===== src/rtl/assoc_cache_ctrl.sv =====
// -----------------------------------------------------------------------------
// assoc_cache_ctrl
//
// 2-way set-associative cache controller that sits between the CPU core and
// the backing memory bus. It holds one word per line and uses one LRU bit per
// set. Read misses refill the line from memory. Writes go through to memory
// and do not allocate a line. A flush invalidates one set per cycle.
//
// Ports
//   clk        in   system clock, rising edge
//   rst        in   asynchronous active-high reset
//   cpu_req    in   CPU request strobe (sampled in IDLE only)
//   cpu_we     in   1 = write, 0 = read
//   cpu_addr   in   request address  [ADDR_W]
//   cpu_wdata  in   write data       [DATA_W]
//   flush      in   invalidate-all request (sampled in IDLE, wins over cpu_req)
//   cpu_rdata  out  read data, valid while cpu_ready=1
//   cpu_ready  out  one-cycle completion pulse
//   hit        out  lookup result of the completing access, else 0
//   busy       out  high in every state except IDLE
//   mem_req    out  memory request, held until mem_ack
//   mem_we     out  memory write enable
//   mem_addr   out  memory address
//   mem_wdata  out  memory write data
//   mem_rdata  in   memory read data, valid with mem_ack
//   mem_ack    in   memory completion
// -----------------------------------------------------------------------------
module assoc_cache_ctrl #(
    parameter int ADDR_W  = 16,
    parameter int DATA_W  = 8,
    parameter int INDEX_W = 6
) (
    input  logic              clk,
    input  logic              rst,
    input  logic              cpu_req,
    input  logic              cpu_we,
    input  logic [ADDR_W-1:0] cpu_addr,
    input  logic [DATA_W-1:0] cpu_wdata,
    input  logic              flush,
    output logic [DATA_W-1:0] cpu_rdata,
    output logic              cpu_ready,
    output logic              hit,
    output logic              busy,
    output logic              mem_req,
    output logic              mem_we,
    output logic [ADDR_W-1:0] mem_addr,
    output logic [DATA_W-1:0] mem_wdata,
    input  logic [DATA_W-1:0] mem_rdata,
    input  logic              mem_ack
);

    // The tag is whatever is left of the address above the index; it is
    // derived here so it can never disagree with ADDR_W/INDEX_W.
    localparam int TAG_W = ADDR_W - INDEX_W;
    localparam int SETS  = 1 << INDEX_W;

    typedef enum logic [2:0] {
        S_IDLE,
        S_LOOKUP,
        S_REFILL,
        S_WRITE_MEM,
        S_FLUSH
    } state_t;

    state_t              state_q, state_d;

    // Latched CPU request
    logic                we_q, we_d;
    logic [ADDR_W-1:0]   addr_q, addr_d;
    logic [DATA_W-1:0]   wdata_q, wdata_d;
    logic                wr_hit_q, wr_hit_d;
    logic [INDEX_W-1:0]  flush_cnt_q, flush_cnt_d;

    // Registered outputs
    logic [DATA_W-1:0]   cpu_rdata_q, cpu_rdata_d;
    logic                cpu_ready_q, cpu_ready_d;
    logic                hit_q, hit_d;
    logic                busy_q, busy_d;
    logic                mem_req_q, mem_req_d;
    logic                mem_we_q, mem_we_d;
    logic [ADDR_W-1:0]   mem_addr_q, mem_addr_d;
    logic [DATA_W-1:0]   mem_wdata_q, mem_wdata_d;

    // Line state: valid and LRU are reset, data and tag are not.
    // lru_q[s] names the least-recently-used way of set s.
    logic [SETS-1:0]     valid0_q, valid0_d;
    logic [SETS-1:0]     valid1_q, valid1_d;
    logic [SETS-1:0]     lru_q, lru_d;
    logic [DATA_W-1:0]   data0_q [SETS];
    logic [DATA_W-1:0]   data1_q [SETS];
    logic [TAG_W-1:0]    tag0_q  [SETS];
    logic [TAG_W-1:0]    tag1_q  [SETS];

    // Array write controls produced by the FSM
    logic                arr_we0, arr_we1, arr_tag_we;
    logic [DATA_W-1:0]   arr_data;

    logic [INDEX_W-1:0]  idx;
    logic [TAG_W-1:0]    tag;
    logic                hit0, hit1, victim;

    assign idx  = addr_q[INDEX_W-1:0];
    assign tag  = addr_q[ADDR_W-1:INDEX_W];
    assign hit0 = valid0_q[idx] && (tag0_q[idx] == tag);
    assign hit1 = valid1_q[idx] && (tag1_q[idx] == tag);

    // Refill victim: first invalid way (way0 first), otherwise the LRU way
    assign victim = !valid0_q[idx] ? 1'b0 :
                    !valid1_q[idx] ? 1'b1 : lru_q[idx];

    always_comb begin
        state_d     = state_q;
        we_d        = we_q;
        addr_d      = addr_q;
        wdata_d     = wdata_q;
        wr_hit_d    = wr_hit_q;
        flush_cnt_d = flush_cnt_q;
        cpu_rdata_d = cpu_rdata_q;
        cpu_ready_d = 1'b0;
        hit_d       = 1'b0;
        mem_req_d   = mem_req_q;
        mem_we_d    = mem_we_q;
        mem_addr_d  = mem_addr_q;
        mem_wdata_d = mem_wdata_q;
        valid0_d    = valid0_q;
        valid1_d    = valid1_q;
        lru_d       = lru_q;
        arr_we0     = 1'b0;
        arr_we1     = 1'b0;
        arr_tag_we  = 1'b0;
        arr_data    = wdata_q;

        unique case (state_q)
            S_IDLE: begin
                if (flush) begin
                    flush_cnt_d = '0;
                    state_d     = S_FLUSH;
                end else if (cpu_req) begin
                    we_d    = cpu_we;
                    addr_d  = cpu_addr;
                    wdata_d = cpu_wdata;
                    state_d = S_LOOKUP;
                end
            end

            S_LOOKUP: begin
                if (!we_q) begin
                    if (hit0 || hit1) begin
                        cpu_rdata_d = hit0 ? data0_q[idx] : data1_q[idx];
                        hit_d       = 1'b1;
                        cpu_ready_d = 1'b1;
                        // Way0 used -> way1 becomes LRU, and vice versa
                        lru_d[idx]  = hit0;
                        state_d     = S_IDLE;
                    end else begin
                        mem_req_d  = 1'b1;
                        mem_we_d   = 1'b0;
                        mem_addr_d = addr_q;
                        state_d    = S_REFILL;
                    end
                end else begin
                    // Write-through without allocation: only a resident line
                    // is updated, memory is always written.
                    if (hit0) begin
                        arr_we0    = 1'b1;
                        lru_d[idx] = 1'b1;
                    end else if (hit1) begin
                        arr_we1    = 1'b1;
                        lru_d[idx] = 1'b0;
                    end
                    wr_hit_d    = hit0 || hit1;
                    mem_req_d   = 1'b1;
                    mem_we_d    = 1'b1;
                    mem_addr_d  = addr_q;
                    mem_wdata_d = wdata_q;
                    state_d     = S_WRITE_MEM;
                end
            end

            S_REFILL: begin
                if (mem_ack) begin
                    arr_data   = mem_rdata;
                    arr_tag_we = 1'b1;
                    if (victim) begin
                        arr_we1       = 1'b1;
                        valid1_d[idx] = 1'b1;
                    end else begin
                        arr_we0       = 1'b1;
                        valid0_d[idx] = 1'b1;
                    end
                    lru_d[idx]  = ~victim;
                    cpu_rdata_d = mem_rdata;
                    cpu_ready_d = 1'b1;
                    hit_d       = 1'b0;
                    mem_req_d   = 1'b0;
                    state_d     = S_IDLE;
                end
            end

            S_WRITE_MEM: begin
                if (mem_ack) begin
                    mem_req_d   = 1'b0;
                    mem_we_d    = 1'b0;
                    cpu_ready_d = 1'b1;
                    hit_d       = wr_hit_q;
                    state_d     = S_IDLE;
                end
            end

            S_FLUSH: begin
                valid0_d[flush_cnt_q] = 1'b0;
                valid1_d[flush_cnt_q] = 1'b0;
                lru_d[flush_cnt_q]    = 1'b0;
                if (flush_cnt_q == {INDEX_W{1'b1}}) begin
                    state_d = S_IDLE;
                end else begin
                    flush_cnt_d = flush_cnt_q + 1'b1;
                end
            end

            default: state_d = S_IDLE;
        endcase

        // busy is registered, so it follows the state being entered
        busy_d = (state_d != S_IDLE);
    end

    always_ff @(posedge clk or posedge rst) begin
        if (rst) begin
            state_q     <= S_IDLE;
            we_q        <= 1'b0;
            addr_q      <= '0;
            wdata_q     <= '0;
            wr_hit_q    <= 1'b0;
            flush_cnt_q <= '0;
            cpu_rdata_q <= '0;
            cpu_ready_q <= 1'b0;
            hit_q       <= 1'b0;
            busy_q      <= 1'b0;
            mem_req_q   <= 1'b0;
            mem_we_q    <= 1'b0;
            mem_addr_q  <= '0;
            mem_wdata_q <= '0;
            valid0_q    <= '0;
            valid1_q    <= '0;
            lru_q       <= '0;
        end else begin
            state_q     <= state_d;
            we_q        <= we_d;
            addr_q      <= addr_d;
            wdata_q     <= wdata_d;
            wr_hit_q    <= wr_hit_d;
            flush_cnt_q <= flush_cnt_d;
            cpu_rdata_q <= cpu_rdata_d;
            cpu_ready_q <= cpu_ready_d;
            hit_q       <= hit_d;
            busy_q      <= busy_d;
            mem_req_q   <= mem_req_d;
            mem_we_q    <= mem_we_d;
            mem_addr_q  <= mem_addr_d;
            mem_wdata_q <= mem_wdata_d;
            valid0_q    <= valid0_d;
            valid1_q    <= valid1_d;
            lru_q       <= lru_d;
        end
    end

    // Data/tag storage: no reset, validity is carried by valid0_q/valid1_q
    always_ff @(posedge clk) begin
        if (arr_we0) begin
            data0_q[idx] <= arr_data;
            if (arr_tag_we) tag0_q[idx] <= tag;
        end
        if (arr_we1) begin
            data1_q[idx] <= arr_data;
            if (arr_tag_we) tag1_q[idx] <= tag;
        end
    end

    assign cpu_rdata = cpu_rdata_q;
    assign cpu_ready = cpu_ready_q;
    assign hit       = hit_q;
    assign busy      = busy_q;
    assign mem_req   = mem_req_q;
    assign mem_we    = mem_we_q;
    assign mem_addr  = mem_addr_q;
    assign mem_wdata = mem_wdata_q;

endmodule


===== config.mk =====
export PLATFORM = sky130hd
export DESIGN_NAME = assoc_cache_ctrl
export DESIGN_NICKNAME = d
export VERILOG_FILES = /design/src/rtl/assoc_cache_ctrl.sv
export SDC_FILE = /design/constraint.sdc
export NUM_CORES = 2
export LEC_CHECK = 0
export ABC_AREA = 0
export BUFFER_PORTS_ARGS = -buffer_cell sky130_fd_sc_hd__buf_4
export CORE_UTILIZATION = 35
export DETAILED_ROUTE_END_ITERATION = 7
export PLACE_DENSITY = 0.54
export SLEW_MARGIN = 20
export SYNTH_ARGS = -nofsm -noshare
export SYNTH_HDL_FRONTEND = slang
export SYNTH_SLANG_ARGS = --single-unit

===== constraint.sdc =====
create_clock -name clk -period 11.14 [get_ports clk]
set_input_delay 1.114 -clock clk [delete_from_list [all_inputs] [get_ports clk]]
set_output_delay 1.114 -clock clk [all_outputs]
set_load 0.01 [all_outputs]

==> Word level (Yosys, flattened, before mapping) <==
Memory sizes are Yosys's and may differ from the RTL's.
Cells that the tools add are included.
{ "totals": {"ff_bits": 264, "elab_cells": 160, "out_inout_bits": 37, "memories": 4, "mem_bits_rw": 2304, "input_bits": 38} }
{ "mem_list": {"columns": ["memory", "depth", "word_bits", "rd", "rd_ports_with_merged_regs", "write_ports", "line_no", "rtl"], "rows": [
  ["tag0_q", 64, 10, 1, 0, 1, "91", "logic [TAG_W-1:0] tag0_q [SETS];"],
  ["tag1_q", 64, 10, 1, 0, 1, "92", "logic [TAG_W-1:0] tag1_q [SETS];"],
  ["data0_q", 64, 8, 1, 0, 1, "89", "logic [DATA_W-1:0] data0_q [SETS];"],
  ["data1_q", 64, 8, 1, 0, 1, "90", "logic [DATA_W-1:0] data1_q [SETS];"]
]} }
{ "op_classes": {"reduce_logical": 24, "eq_ne": 20, "add_sub_neg": 1, "magnitude_cmp": 4, "n_bitwise": 11, "mux": 79} }
{ "ops": {"columns": ["cell", "count"], "rows": [
  ["64-bit 2-to-1 mux", 9],
  ["64-bit bitwise AND", 4],
  ["64-bit case mux with 2 select lines", 2],
  ["64-bit bitwise OR", 3],
  ["64-bit case mux with 3 select lines", 1],
  ["64-bit bitwise mux", 2],
  ["64-bit NOT", 2],
  ["8-bit 2-to-1 mux", 6],
  ["1-bit 2-to-1 mux", 35],
  ["16-bit 2-to-1 mux", 2],
  ["10-bit equality test", 2],
  ["1-bit binary-select mux with 6-bit select", 3],
  ["2-bit inequality test, second input constant", 9],
  ["3-bit AND reduction", 6],
  ["8-bit case mux with 2 select lines", 1],
  ["3-bit 2-to-1 mux", 5],
  ["6-bit by 7-bit less-than comparator with 1-bit output, second input constant", 2],
  ["1-bit demux with 6-bit select", 2],
  ["6-bit by 1-bit >= comparator with 1-bit output, second input constant", 2],
  ["6-bit 2-to-1 mux", 2],
  ["1-bit case mux with 2 select lines", 6],
  ["3-bit case mux with 4 select lines", 1],
  ["6-bit case mux with 2 select lines", 1],
  ["2-bit nonzero test", 5],
  ["other kinds (17)", 26]
]} }

==> Depth between registers and ports, before layout <==
{ "depth": {"depth_word": 10, "ltp_mapped": 20} }

==> Worst setup path before layout <==
No wires, ideal clock.
{ "synth_path": {"kind": "reg2reg", "start": "reg addr_q[12]", "end": "mem data1_q[24][0], enable pin", "arrival_time_ps": 3812, "stages_incl_launch_ff": 10, "period_less_slack_ps": 4182, "t_required_ps": 10770, "slack_ps": 6958, "setup_time_ps": 370, "path_cell_list": "dfrtp_1 -> inv_1 -> or3_1 -> and3_1 -> and4_1 -> buf_4 -> o31a_1 -> clkbuf_1 -> buf_1 -> nor2_1"} }
{ "synth_between": {"elab_chain_len": 8} }
{ "synth_rtl": {"columns": ["element", "line_no", "rtl"], "rows": [
  ["start: declaration", "69", "logic [ADDR_W-1:0] addr_q, addr_d;"],
  ["start signal: assignment", "250", "addr_q <= addr_d;"],
  ["10-bit equality test", "105", "assign hit1 = valid1_q[idx] && (tag1_q[idx] == tag);"],
  ["1-bit logical AND", "105", null],
  ["1-bit 2-to-1 mux", "167", "end else if (hit1) begin"],
  ["1-bit 2-to-1 mux *", "164", "if (hit0) begin"],
  ["1-bit 2-to-1 mux *", "147", "if (!we_q) begin"],
  ["1-bit case mux with 2 select lines *", "133", "unique case (state_q)"],
  ["1-bit 2-to-1 mux *", "274", "if (arr_we1) begin"],
  ["1-bit 2-to-1 mux (not written as such) *", "275", "data1_q[idx] <= arr_data;"],
  ["end: declaration", "90", null]
]} }
Every way passes the cells marked *; elsewhere a longest branch is shown, timed or not.

==> flow_summary.ini <==
[worst_setup_path]
cp_common_cell = buf_4
timing.rr.start = addr_q[1]
cp-end-kind = register
cp_num_buf_inv = 5
rr_worst_depth = 15
path_max_fanout = 63
cp_slowest_cell = nor2b_4
crit_type = register to register
crit_chain = buf_4 > nor2b_4 > buf_4 > a22oi_1 > a31oi_1 > nand3_1 > o31ai_1 > a21oi_1 > and4_1 > buf_4 > o21ai_4 > buf_4 > buf_4 > and2_0 > o31ai_1
crit_path_start_kind = register
path_delay_family = buffers and inverters
cp_slowest_stage_delay_ns = 0.98
worstPathRequired_ns = 11.84
crit_arrival_ns = 7.85
r2r_slack_ns = 3.99

[power]
p_clk_frac = 0.269
sw_frac_of_total = 0.382
combPwrFrac = 0.349
leakage_nw = 38.9
internal-power_mw = 20.4
sequentialPowerShare = 0.382
powerDensity_nw_per_um2 = 281
switchingPower_mw = 12.6
ir_worst_vdd_v = 0.000252

[global_routing]
track_usage = 0.259
grt_start_max_net_pins = 122
grt_pass1_wl_um = 532000
antenna_found_initial = 23
grt-ovfl-total = 0
first_global_vias = 63700

[yosys]
synthFlopType = edfxtp_1
yosys-top-cells-area = edfxtp_1 67%, dfrtp_1 6.4%, mux4_2 4.9%, a22oi_1 2.2%, a221oi_1 2.0%
yosysSeqAreaShare = 0.736
syn_inst = 6228
synth_warnings = 0
synth-seq-cells = 2568
synth_top_area_cell = edfxtp_1
synth_edf_count = 2304
synth_cell_types = 87
synth_nets = 6267
synth_top_area_share = 0.672
netlist_area_sq_um = 103000
async_flop_share = 0.103
avgSynthCellArea_sq_um = 16.5

[place]
hpwl_um = 233000
gp_congestion = 0.929
portBuffers = 74
pre_cts_ws_ns = 4.18

[final_layout]
finish.net_count = 6435
layout_commonest_cell = edfxtp_1
drive_above_1_share = 0.184
num-fill-cells = 26600
area_growth_pct = 14.0
regArea_sq_um = 75800
multi_input_area_sq_um = 25100
final_cell_mix = 2304 x edfxtp_1, 444 x nor2_1, 335 x buf_4, 299 x a22oi_1, 287 x clkbuf_16

[cts]
cts_resized = 0
cts.sinks = 2568
cts_post_setup_buffers_inserted = 0
cts_buffer_depth = 4
clock_latency_ns = 0.90
clkTransAtPathRegs_ns = 0.06
ctsHtreeMaxLevel = 5
cts_root_buf = clkbuf_16
cts_buffers = 279
hold_buffers = 0
cts_tree = done

[detailed_routing]
wirelength_um = 391000
vias = 65700
drt-wirelength-per-cell_um = 37.2
drc_errors = 0
viasPerCell = 6.25
ant_nets = 0
drt_iter0_markers = 10500
first_pass_iters = 8

[timing]
period_needed_ns = 7.15
rsz0062_at_grt = false
clock_skew_ns = 0.0825
setup_tns_ns = 0
clock.fmax_mhz = 140
worst_slack_ns = 3.99
maxSlewViolCount = 0
finalHoldViolCount = 0
max_slew_margin = 0.141
setup_violations = 0
whs_ns = 0.430
post-route-period-util = 0.642
worst_pin_slew_ns = 1.28

[floorplanning]
fp.coreArea_sq_um = 292000
num_rows = 198
die_h_um = 545
ios = 75
dieWidth_um = 545
die_area_sq_um = 297000
start_util = 0.353

[run_status]
status = finished, final reports clean

[min_path]
worstHoldPathType = input pin to async pin

[run]
maxCapViolCount = 0
worst max-delay path by stage:
stage | startpoint | end | depth (start not counted) | slack (ns)
floorplan | rst | async pin | 1 | 2.76
global placement | addr_q[0] | data1_q[38][3] | 13 | 3.86
detailed placement | addr_q[1] | register | 14 | 4.18
CTS | addr_q[0] | data1_q[27][6] | 13 | 4.14
global route | addr_q[0] | data1_q[27][2] | 13 | 3.80
finish | addr_q[1] | register | 15 | 3.99
metal layers:
metal / up-vias / GRT usage / wire (um)
met4: 32 / 0.136 / 23600
li1: 25600 / - / -
met3: 1064 / 0.0680 / 44400
met1: 34400 / 0.340 / 149000
met2: 4558 / 0.394 / 174000
met5: - / 0 / 212
registers in the layout, indices dropped and copies added (netlist names), 3 cells and up, named ones only:
name         cells
tag0_q         640
tag1_q         640
data0_q        512
data1_q        512
valid0_q        64
valid1_q        64
addr_q          16
mem_addr        16
cpu_rdata        8
mem_wdata        8
wdata_q          8
flush_cnt_q      6
state_q          3
through the flow:
stage	total power [mW]	utilization	instances	instance area [sq um]
5_1_grt	33.7	0.402	10500	117000
2_1_floorplan	18.9	-	6228	103000
3_5_place_dp	24.0	0.373	10000	109000
4_1_cts	32.7	0.402	10500	117000
3_3_place_gp	23.9	0.373	10000	109000
6_report	33.0	0.402	10500	117000
synth_stat cells (19+ instances only):
cell type and instances:
nand3_1 55, nor2_1 470, buf_4 36, a22o_1 92
mux4_2 224, a221oi_2 30, and3_1 23, a222oi_1 23
inv_1 61, a21oi_1 260, a21o_1 124, a31oi_1 71
mux2_2 132, o22ai_1 165, buf_1 56, clkbuf_1 251
buf_2 90, nand4_1 30, o21a_1 60, edfxtp_1 2304
o21ai_0 116, a22oi_1 299, o221ai_1 19, mux2i_1 195
dfrtp_1 264, nor3_1 28, buf_6 23, nand2_1 226
a221oi_1 232
power by group through the flow:
stage	Clock [mW]	Combinational, mW	Sequential (mW)
after floorplan	0	6.08	12.8
after global placement	0	11.1	12.8
after detailed placement	0	11.2	12.8
after CTS	8.94	11.2	12.6
after global routing	9.29	11.7	12.6
final	8.87	11.5	12.6
logic make-up (layout without fill, tap and decap cells):
group | after synthesis | after routing | synth area share
XOR/XNOR | 18 | 18 | 0.00153
AO/OA/AOI/OAI | 1601 | 1601 | 0.113
other | 0 | 9 | 0
AND/OR/NAND/NOR | 947 | 947 | 0.0412
multiplexers | 567 | 567 | 0.0841
adder cells (fa/ha/maj) | 1 | 1 | 0.000121
buffers and inverters | 526 | 902 | 0.0243
flip-flops | 2568 | 2568 | 0.736
final cells by class:
class                      count  area share
antenna                        9    0.000192
clock buffer                 373      0.0642
clock inverter               116     0.00813
inverter                      63     0.00212
multi-input combinational   3134       0.214
sequential                  2568       0.646
tap                         3900      0.0416
timing repair buffer         350      0.0241
worst reg2reg max path, cell delays in order (launching register included):
cell	delay, ns
dfrtp_4	0.79
buf_4	0.74
nor2b_4	1.05
buf_4	0.59
a22oi_1	0.16
a31oi_1	0.23
nand3_1	0.19
o31ai_1	0.29
a21oi_1	0.10
and4_1	0.26
buf_4	0.30
o21ai_4	0.20
buf_4	0.63
buf_4	0.81
and2_0	0.53
o31ai_1	0.14
No activity file was read; power rests on OpenSTA's default activity.
